$ cat config.mk
export PLATFORM = sky130hd
export DESIGN_NAME = hazard_ctrl_unit
export DESIGN_NICKNAME = d
export VERILOG_FILES = /design/src/rtl/hazard_ctrl_unit.sv
export SDC_FILE = /design/constraint.sdc
export NUM_CORES = 1
export LEC_CHECK = 0
export ABC_AREA = 1
export CAP_MARGIN = 25
export CORE_AREA = 2 2 73 75
export CTS_BUF_LIST = sky130_fd_sc_hd__clkbuf_16
export CTS_CLUSTER_SIZE = 16
export DETAILED_ROUTE_END_ITERATION = 6
export DIE_AREA = 0 0 75 77
export PLACE_DENSITY = 0.71
export SLEW_MARGIN = 20
export SYNTH_ARGS = -nofsm -noshare
export SYNTH_HDL_FRONTEND = slang
export SYNTH_SLANG_ARGS = --single-unit
$ cat constraint.sdc
create_clock -name clk -period 4.6 [get_ports clk]
set_input_delay 0.92 -clock clk [delete_from_list [all_inputs] [get_ports clk]]
set_output_delay 0.92 -clock clk [all_outputs]
set_load 0.05 [all_outputs]
$ cat src/rtl/hazard_ctrl_unit.sv
// hazard_ctrl_unit -- pipeline hazard controller sitting after the ID/EX register.
// Resolves RAW hazards, taken-branch squashes and multi-cycle memory waits, and
// keeps a saturating stall-cycle counter plus a sticky memory-timeout flag.
// Optional feature macro: FORWARDING_EN (defined -> only load-use hazards stall,
// because a forwarding network covers every other dependency).
module hazard_ctrl_unit #(
  parameter int CNT_W       = 16,
  parameter int MEM_TIMEOUT = 255
) (
  input  logic             clk,
  input  logic             rst,
  input  logic [3:0]       id_src1,
  input  logic [3:0]       id_src2,
  input  logic             id_src1_used,
  input  logic             id_src2_used,
  input  logic [3:0]       ex_dest,
  input  logic             ex_wb_en,
  input  logic             ex_mem_read,
  input  logic [3:0]       mem_dest,
  input  logic             mem_wb_en,
  input  logic             ex_branch_taken,
  input  logic             mem_req,
  input  logic             mem_ready,
  input  logic             stat_clr,
  output logic             freeze_if,
  output logic             freeze_id,
  output logic             flush_ifid,
  output logic             flush_idex,
  output logic             mem_stall,
  output logic [CNT_W-1:0] stall_count,
  output logic             timeout_err
);

  typedef enum logic {
    RUN      = 1'b0,
    MEM_WAIT = 1'b1
  } state_e;

  // Timer only needs to reach MEM_TIMEOUT; it parks there afterwards.
  localparam int TMR_W = $clog2(MEM_TIMEOUT + 1);
  localparam logic [TMR_W-1:0] TMR_MAX  = TMR_W'(MEM_TIMEOUT);
  localparam logic [TMR_W-1:0] TMR_LAST = TMR_W'(MEM_TIMEOUT - 1);

  state_e             state_q, state_d;
  logic [TMR_W-1:0]   timer_q, timer_d;
  logic [CNT_W-1:0]   stall_cnt_q, stall_cnt_d;
  logic               timeout_q, timeout_d;

  logic raw_ex;
  logic hazard;
  logic mem_wait;

  // RAW detection against the EX-stage producer (and MEM-stage without forwarding).
  assign raw_ex = ex_wb_en & ((id_src1_used & (id_src1 == ex_dest)) |
                              (id_src2_used & (id_src2 == ex_dest)));

`ifdef FORWARDING_EN
  // MEM-stage results are forwarded, so only a load in EX forces a bubble.
  logic unused_mem_fields;
  assign unused_mem_fields = ^{mem_dest, mem_wb_en};
  assign hazard = raw_ex & ex_mem_read;
`else
  logic raw_mem;
  assign raw_mem = mem_wb_en & ((id_src1_used & (id_src1 == mem_dest)) |
                                (id_src2_used & (id_src2 == mem_dest)));
  assign hazard  = raw_ex | raw_mem;
`endif

  // Memory wait is active on the entry cycle and every unfinished MEM_WAIT cycle.
  assign mem_wait = (state_q == RUN) ? (mem_req & ~mem_ready) : ~mem_ready;

  // Next-state and prioritised pipeline controls (memory wait > branch > hazard).
  always_comb begin
    // NOTE: every output gets a default first so no path can infer a latch.
    state_d    = state_q;
    freeze_if  = 1'b0;
    freeze_id  = 1'b0;
    flush_ifid = 1'b0;
    flush_idex = 1'b0;
    mem_stall  = 1'b0;

    if (mem_wait) begin
      freeze_if = 1'b1;
      freeze_id = 1'b1;
      mem_stall = 1'b1;
    end else if (ex_branch_taken) begin
      // The ID instruction is squashed, so any hazard it carries is irrelevant.
      flush_ifid = 1'b1;
      flush_idex = 1'b1;
    end else if (hazard) begin
      freeze_if  = 1'b1;
      flush_idex = 1'b1;
    end

    unique case (state_q)
      RUN:      if (mem_req && !mem_ready) state_d = MEM_WAIT;
      MEM_WAIT: if (mem_ready)             state_d = RUN;
      default:                             state_d = RUN;
    endcase

    // Controls drop as soon as reset asserts, without waiting for a clock edge.
    if (!rst) begin
      freeze_if  = 1'b0;
      freeze_id  = 1'b0;
      flush_ifid = 1'b0;
      flush_idex = 1'b0;
      mem_stall  = 1'b0;
    end
  end

  // Wait timer, stall counter and sticky timeout next values; stat_clr wins.
  always_comb begin
    timer_d     = timer_q;
    stall_cnt_d = stall_cnt_q;
    timeout_d   = timeout_q;

    if (state_q == RUN) begin
      timer_d = '0;
    end else if (timer_q != TMR_MAX) begin
      timer_d = timer_q + 1'b1;
    end

    if ((state_q == MEM_WAIT) && (timer_q == TMR_LAST)) begin
      timeout_d = 1'b1;
    end

    if (freeze_if && (stall_cnt_q != '1)) begin
      stall_cnt_d = stall_cnt_q + 1'b1;
    end

    if (stat_clr) begin
      stall_cnt_d = '0;
      timeout_d   = 1'b0;
    end
  end

  // State and statistics registers.
  always_ff @(posedge clk or negedge rst) begin
    if (!rst) begin
      state_q     <= RUN;
      timer_q     <= '0;
      stall_cnt_q <= '0;
      timeout_q   <= 1'b0;
    end else begin
      // NOTE: non-blocking assignments so every register samples pre-edge values.
      state_q     <= state_d;
      timer_q     <= timer_d;
      stall_cnt_q <= stall_cnt_d;
      timeout_q   <= timeout_d;
    end
  end

  assign stall_count = stall_cnt_q;
  assign timeout_err = timeout_q;

endmodule

### Yosys cells after proc, flatten, opt, wreduce, memory -nomap -nowiden

Cells that the tools add are included.

| word-level totals | value |
|---|---|
| register bits | 26 |
| bits in latches | 0 |
| bits of input ports | 27 |
| memory bits (writable) | 0 |
| logic and storage cells | 54 |
| bits in read-only memories | 0 |
| memories kept | 0 |

| cells by class | value |
|---|---|
| add/sub/neg operators | 2 |
| $lt $le $gt $ge | 0 |
| shift-type cells | 0 |
| reduce and logical (&&, ||, !) cells | 6 |
| mux-type cells | 22 |
| eq/ne operators | 8 |
| $mul | 0 |
| bitwise gates (word level) | 12 |
| divide/modulo/power cells | 0 |

Operator list:

| operator | number |
|---|---|
| $mux 16 | 2 |
| $mux 1 | 17 |
| $add 16x1->16 const B | 1 |
| $eq 4x4->1 | 4 |
| $mux 8 | 2 |
| $ne 16x16->1 const B | 1 |
| $add 8x1->8 const B | 1 |
| $eq 8x8->1 const B | 1 |
| $ne 8x8->1 const B | 1 |
| $and 1x1->1 | 7 |
| $reduce_bool 2->1 | 2 |
| $logic_and 1x1->1 | 3 |
| $or 1x1->1 | 3 |
| $ne 2x1->1 const B | 1 |
| $not 1->1 | 2 |
| $pmux 1 s2 | 1 |
| $logic_not 1->1 | 1 |

### Depth between registers and ports, before layout

Gate-level depths: netlist (run 1).

| depth | value |
|---|---|
| depth after elaboration | 12 |
| gate-level depth with buffers | 14 |
| mapped depth without buffers | 13 |

### Worst setup path before layout (run 1)

No wires, ideal clock.

| timing | value |
|---|---|
| path type | in2out |
| start | input mem_req |
| end | output freeze_if |
| stages on the path | 7 |
| path buffers | 1 |
| slack | 1.182 ns |
| data required time | 3.680 ns |
| data arrival time | 2.498 ns |
| cell sequence | nor2_1 > nor2_1 > inv_2 > nor2_1 > inv_1 > nand2_2 > buf_2 |

| between the ends | value |
|---|---|
| cells in the longest elaborated chain, start to end | 4 |

RTL lines:

| what | RTL line | RTL |
|---|---|---|
| from (decl) | 22 | `input logic mem_req,` |
| $and 1x1->1 | 70 | `assign mem_wait = (state_q == RUN) ? (mem_req & ~mem_ready) : ~mem_ready;` |
| $mux 1 | 70 |  |
| named net mem_wait | 51 | `logic mem_wait;` |
| $mux 1 | 82 | `if (mem_wait) begin` |
| $mux 1 | 102 | `if (!rst) begin` |
| to (decl) | 25 | `output logic freeze_if,` |

The timed path passes the listed nets, and every way through them passes these cells.

### Final worst setup path (run 1)

| timing | value |
|---|---|
| start | input id_src1[0] |
| end | output flush_idex |

| between the ends | value |
|---|---|
| cells in the longest elaborated chain, start to end | 9 |

RTL lines:

| what | RTL line | RTL |
|---|---|---|
| from (decl) | 12 | `input logic [3:0] id_src1,` |
| $eq 4x4->1, on equally long branches | 54, 64 |  |
| $and 1x1->1, on equally long branches | 54, 64 |  |
| $or 1x1->1, on equally long branches | 54, 64 |  |
| $and 1x1->1, on equally long branches | 54, 64 |  |
| $or 1x1->1 (*) | 66 | `assign hazard = raw_ex \| raw_mem;` |
| $mux 1 (*) | 90 | `end else if (hazard) begin` |
| $mux 1 (*) | 86 | `end else if (ex_branch_taken) begin` |
| $mux 1 (*) | 82 |  |
| $mux 1 (*) | 102 |  |
| to (decl) | 28 | `output logic flush_idex,` |

Mark *: on every way between the ends. The rest lies on a longest branch, timed or not.

==> flow_metrics.tcl, run 1 <==
set metrics [dict create \
    worstSetupEndpointType "primary output" \
    antenna_found_initial 0 \
    place_inst 393 \
    hold_viol 0 \
    drive_gt1_share_pct 5.81 \
    coreArea_um2 4980 \
    cts-root-buf "clkbuf_16" \
    min_period_ns 3.84 \
    cts_sinks 26 \
    path_class "in2out" \
    grt_usage_pct 17.7 \
    p_seq_share_pct 44.6 \
    p_int_uw 388 \
    min_period_over_period_pct 83.6 \
    finalNetCount 358 \
    cap_violations 0 \
    seq_area_frac_synth_pct 33.9 \
    setup-violations-final 0 \
    switching_share_pct 26.5 \
    syn2layout_area_growth_pct 31.7 \
    grt_max_degree 32 \
    clkLatencyLatePin_ns 0.26 \
    drc 0 \
    ys_types 31 \
    synth_area_um2 1920 \
    die_w_um 75 \
    cts_resized 0 \
    cellPowerDensity_nw_per_um2 209 \
    rows 26 \
    syn_inst 282 \
    async_flop_share_pct 100 \
    yosys.area.top_type "dfrtp_1" \
    vias_per_cell 4.87 \
    initial_core_util_pct 38.5 \
    numPortBuffers 47 \
    slew_viol_final 0 \
    grt_overflow 0 \
    pwr-share-comb_pct 17.9 \
    rsz0062_at_grt "no" \
    syn_nets 312 \
    diodes 0 \
    cp.arrival_ns 2.92 \
    synth_common_cells "nand2_1, inv_1, nor2_1, nand3_1, dfrtp_1" \
    p_leak_nw 1.29 \
    fp.dieH_um 77 \
    clk_pin_slew_ns 0.07 \
    status "finished, final reports clean" \
    final_util_pct 50.7 \
    p_clk_share_pct 37.5 \
    fin_skew_ns 0.00358 \
    worstMarginPinSlew_ns 0.873 \
    num_vias 1935 \
    place_ws_ns 0.741 \
    clockBufferDepth 2 \
    peakVddDrop_mv 0.133 \
    dieArea_um2 5780 \
    fmax_mhz 260 \
    worstPathRequired_ns 3.68 \
    ys_ff_latch 26 \
    total_power_uw 528 \
    grt_pass1_wl_um 8180 \
    ys_warn_count 0 \
    relSlewSlack_pct 41.7 \
    cts_tree "done" \
    wl_per_cell_um 11.6 \
    drt.antenna.violating_nets 0 \
    synth_top_area_share_pct 33.9 \
    io_pins 49 \
    gp_routability_congestion 0.894 \
    drtIter0Drc 129 \
    synth.most_common_cell "nand2_1" \
    path_max_fanout 3 \
    syn_avg_cell_area_um2 6.80 \
    hp-class "reg2reg" \
    ys.flop_type "dfrtp_1" \
    postCtsSetupBuffers 0 \
    synth_edf_count 0 \
    htreeDepth 1 \
    cp-start-kind "input port" \
    fin_ws_ns 0.756 \
    dpl.hpwl_um 3510 \
    numCtsBuffers 3 \
    grt_pass1_vias 1845 \
    cts_hold_buffers 0 \
    first_pass_iters 4 \
    p_switching_uw 140 \
    stdcell_count 397 \
    yosys-top-cells-area "dfrtp_1, nand2_1, inv_1" \
    fin_tns_setup_ns 0 \
    routed_wl_um 4620 \
]
==> cell type report <==
cell class / count / area, µm²
clock inverter: 1 / 3.75
sequential: 26 / 651
inverter: 48 / 180
clock buffer: 3 / 75.1
timing repair buffer: 49 / 488
tap: 70 / 87.6
fill: 496 / 2450
multi-input combinational: 200 / 1040
==> stage by stage <==
step	cell area, µm²	hold slack, ns
2_1_floorplan	1920	0.449
3_3_place_gp	2450	0.477
3_5_place_dp	2450	0.479
4_1_cts	2520	0.488
5_1_grt	2520	0.531
6_report	2520	0.498
==> power by group through the flow <==
stage / Combinational (mW) / Clock, mW / Sequential (mW)
final: 0.0947 / 0.198 / 0.235
after global routing: 0.105 / 0.212 / 0.236
after CTS: 0.0958 / 0.200 / 0.235
after detailed placement: 0.0955 / 0 / 0.240
after global placement: 0.0934 / 0 / 0.240
after floorplan: 0.0461 / 0 / 0.242
==> path summary, 6_finish.rpt <==
check	start	endpoint	slack (ns)	depth (start not counted)
max	id_src1[0]	flush_idex	0.76	12
min	timer_q[6]	timer_q[7]	0.50	1
max reg2reg	stall_count[0]	stall_count[10]	2.47	10
min reg2reg	timer_q[6]	timer_q[7]	0.50	1
max in group asynchronous	rst	stall_count[6]	3.15	2
min in group asynchronous	rst	stall_count[2]	1.20	2
==> placed cells by master (no fill, tap or decap), drive strengths merged <==
cell type | Yosys | final
a211oi | 3 | 3
a21boi | 1 | 1
a21oi | 4 | 4
a31oi | 2 | 2
and2 | 1 | 1
buf | 7 | 6
clkbuf | 1 | 3
clkdlybuf4s50 | 0 | 43
clkinv | 1 | 2
dfrtp | 26 | 26
ha | 3 | 3
inv | 47 | 47
nand2 | 73 | 73
nand3 | 31 | 31
nand4 | 19 | 19
nor2 | 31 | 31
nor3 | 10 | 10
o211ai | 1 | 1
o21ai | 4 | 4
o2bb2ai | 1 | 1
xnor2 | 4 | 4
xor2 | 12 | 12
==> registers in the layout, indices dropped and copies added (netlist names) <==
signal and flops:
state_q 1, timeout_err 1, stall_count 16, timer_q 8
==> per-layer routing <==
metal | up-vias | global-route usage [%] | wire [µm]
li1 | 997 | - | -
met1 | 878 | 24.3 | 2120
met2 | 58 | 28.7 | 2180
met3 | 2 | 2.89 | 290
met4 | 0 | 4.29 | 34
met5 | - | 0 | 0
==> worst max-delay path: stages <==
cell	delay (ns)
clkdlybuf4s50_1	0.50
inv_1	0.06
nand2_1	0.05
nand2_1	0.06
nor2_1	0.12
nand3_1	0.08
nand2_1	0.07
nand2_1	0.05
nand2_1	0.07
o211ai_1	0.08
inv_1	0.06
clkdlybuf4s50_1	0.80
==> cell families after synthesis <==
| group | Yosys count | synth area share (%) |
|---|---|---|
| flip-flops | 26 | 33.9 |
| XOR/XNOR | 16 | 7.31 |
| AO/OA/AOI/OAI | 16 | 5.16 |
| adder cells (fa/ha/maj) | 3 | 1.96 |
| AND/OR/NAND/NOR | 165 | 39.8 |
| buffers and inverters | 56 | 11.8 |
Note: power is estimated with default switching activity, not from simulation.
==> inputs of run 2 (changes only) <==
- PLACE_DENSITY: 0.71 -> 0.74
- clock period: 4.6 -> 3.12 ns (I/O delays scaled with it)
==> flow_metrics.tcl, run 2 (same netlist as run 1, synthesis figures left out) <==
set metrics [dict create \
    status "finished, final reports clean" \
    n_fill_cell 491 \
    fp.dieH_um 77 \
    num_vias 1947 \
    grt_max_degree 32 \
    die_w_um 75 \
    antenna_found_initial 0 \
    top_layer "met4" \
    fin_tns_setup_ns 0 \
    path_class "in2out" \
    drt-met1-wl_um 2080 \
    coreArea_um2 4980 \
    worstHoldStart "timer_q[6]" \
    hold_viol 0 \
    cts-root-buf "clkbuf_16" \
    cellPowerDensity_nw_per_um2 334 \
    dpl.hpwl_um 3510 \
    reg2reg_slack_ns 1.01 \
    wl_per_cell_um 11.6 \
    clockBufferDepth 2 \
    rr_worst_depth 10 \
    clkLatencyLatePin_ns 0.26 \
    setup-violations-final 0 \
    rows 26 \
    drc 0 \
    routed_wl_um 4620 \
    peakVddDrop_mv 0.196 \
    slew_viol_final 0 \
    crit_chain "clkdlybuf4s50_1 > inv_1 > nand2_1 > nand2_1 > nor2_1 > nand3_1 > nand2_1 > nand2_1 > nand2_1 > nand2_1 > nand2_2 > buf_12" \
    layout_commonest_cell "nand2_1" \
    cp_slowest_cell "clkdlybuf4s50_1" \
    io_pins 49 \
    cap_violations 0 \
    p_leak_nw 1.33 \
    hp-class "reg2reg" \
    cts_resized 0 \
    initial_core_util_pct 38.5 \
    postCtsSetupBuffers 0 \
    first_pass_iters 4 \
    grt_overflow 0 \
    diodes 0 \
    path_max_fanout 4 \
    route.met3.wl_um 330 \
    total_power_uw 872 \
    rsz0062_at_grt "no" \
    syn2layout_area_growth_pct 36.4 \
    path_common_cell "nand2_1" \
    r2r_end "stall_count[8]" \
    drive_gt1_share_pct 6.99 \
    final_cell_mix "nand2_1, inv_1, clkdlybuf4s50_1" \
    finalNetCount 360 \
    worstSetupEndpointType "primary output" \
    dieArea_um2 5780 \
    fmax_mhz 376 \
    cts_hold_buffers 0 \
    reg2reg_from "stall_count[0]" \
    cts_tree "done" \
    relSlewSlack_pct 42.1 \
    vias_per_cell 4.88 \
    hold_end "timer_q[7]" \
    worstMarginPinSlew_ns 0.868 \
    cts_sinks 26 \
    met2WireLength_um 2110 \
    grt_pass1_wl_um 8240 \
    min_period_ns 2.66 \
    grt_usage_pct 17.9 \
    cp.arrival_ns 2.04 \
    numCtsBuffers 3 \
    drtIter0Drc 112 \
    grt_pass1_vias 1889 \
    numPortBuffers 47 \
    min_period_over_period_pct 85.3 \
    worstPathRequired_ns 2.50 \
    drt.antenna.violating_nets 0 \
    cp-start-kind "input port" \
    fin_skew_ns 0.00190 \
    gp_routability_congestion 0.936 \
    largest_reg_flops 16 \
    clk_pin_slew_ns 0.07 \
    max_stage_delay_ns 0.51 \
    hold_depth 1 \
    htreeDepth 1 \
]
## run 2: cell count changes in the layout (fill, tap and decap cells not counted)
cell,previous run,this run
buf_12,1,5
buf_4,5,4
bufinv_16,0,1
clkdlybuf4s50_1,43,42
clkinv_1,2,1
## run 2: area by class of cell
| type | instances | area, µm² | area share, % |
|---|---|---|---|
| Clock buffer | 3 | 75.1 | 2.87 |
| Tap cell | 70 | 87.6 | 3.35 |
| Timing Repair Buffer | 51 | 551 | 21.1 |
| Sequential cell | 26 | 651 | 24.9 |
| Clock inverter | 1 | 30.0 | 1.15 |
| Multi-Input combinational cell | 200 | 1040 | 39.8 |
| Inverter | 48 | 180 | 6.89 |
## run 2: per-stage QoR
stage / worst slack (ns) / area [µm²] / std cells / util (%) / hold slack [ns]
after floorplan: 0.294 / 1920 / 282 / - / 0.328
after global placement: 0.474 / 2510 / 395 / 50.4 / 0.472
after detailed placement: 0.453 / 2510 / 395 / 50.4 / 0.481
after CTS: 0.449 / 2610 / 399 / 52.5 / 0.491
after global routing: 0.272 / 2610 / 399 / 52.5 / 0.509
final: 0.460 / 2610 / 399 / 52.5 / 0.482
## run 2: layer usage
layer | track usage (%) | up-vias
li1 | - | 998
met2 | 28.2 | 67
met5 | 0 | -
met1 | 23.8 | 873
met3 | 3.68 | 9
met4 | 6.79 | 0
## run 2: worst max-delay path by stage
stage                       to        start  cells after the start  slack, ns
floorplan            freeze_if      mem_req                      7       0.29
global placement    flush_idex   id_src1[3]                     11       0.47
detailed placement   freeze_if  mem_dest[1]                     12       0.45
CTS                  freeze_if  mem_dest[1]                     12       0.45
global route        flush_idex   ex_dest[1]                     12       0.27
finish               freeze_if  mem_dest[1]                     12       0.46
## run 2: critical path: cells and delay by family
kind	cells	cell delay (ns)
buffers and inverters	3	0.73
AND/OR/NAND/NOR	9	0.67
## run 2: power breakdown
part / switching, mW / internal [mW]
clock network: 0.122 / 0.255
registers: 0.00553 / 0.341
logic: 0.0806 / 0.0677
total: 0.208 / 0.664
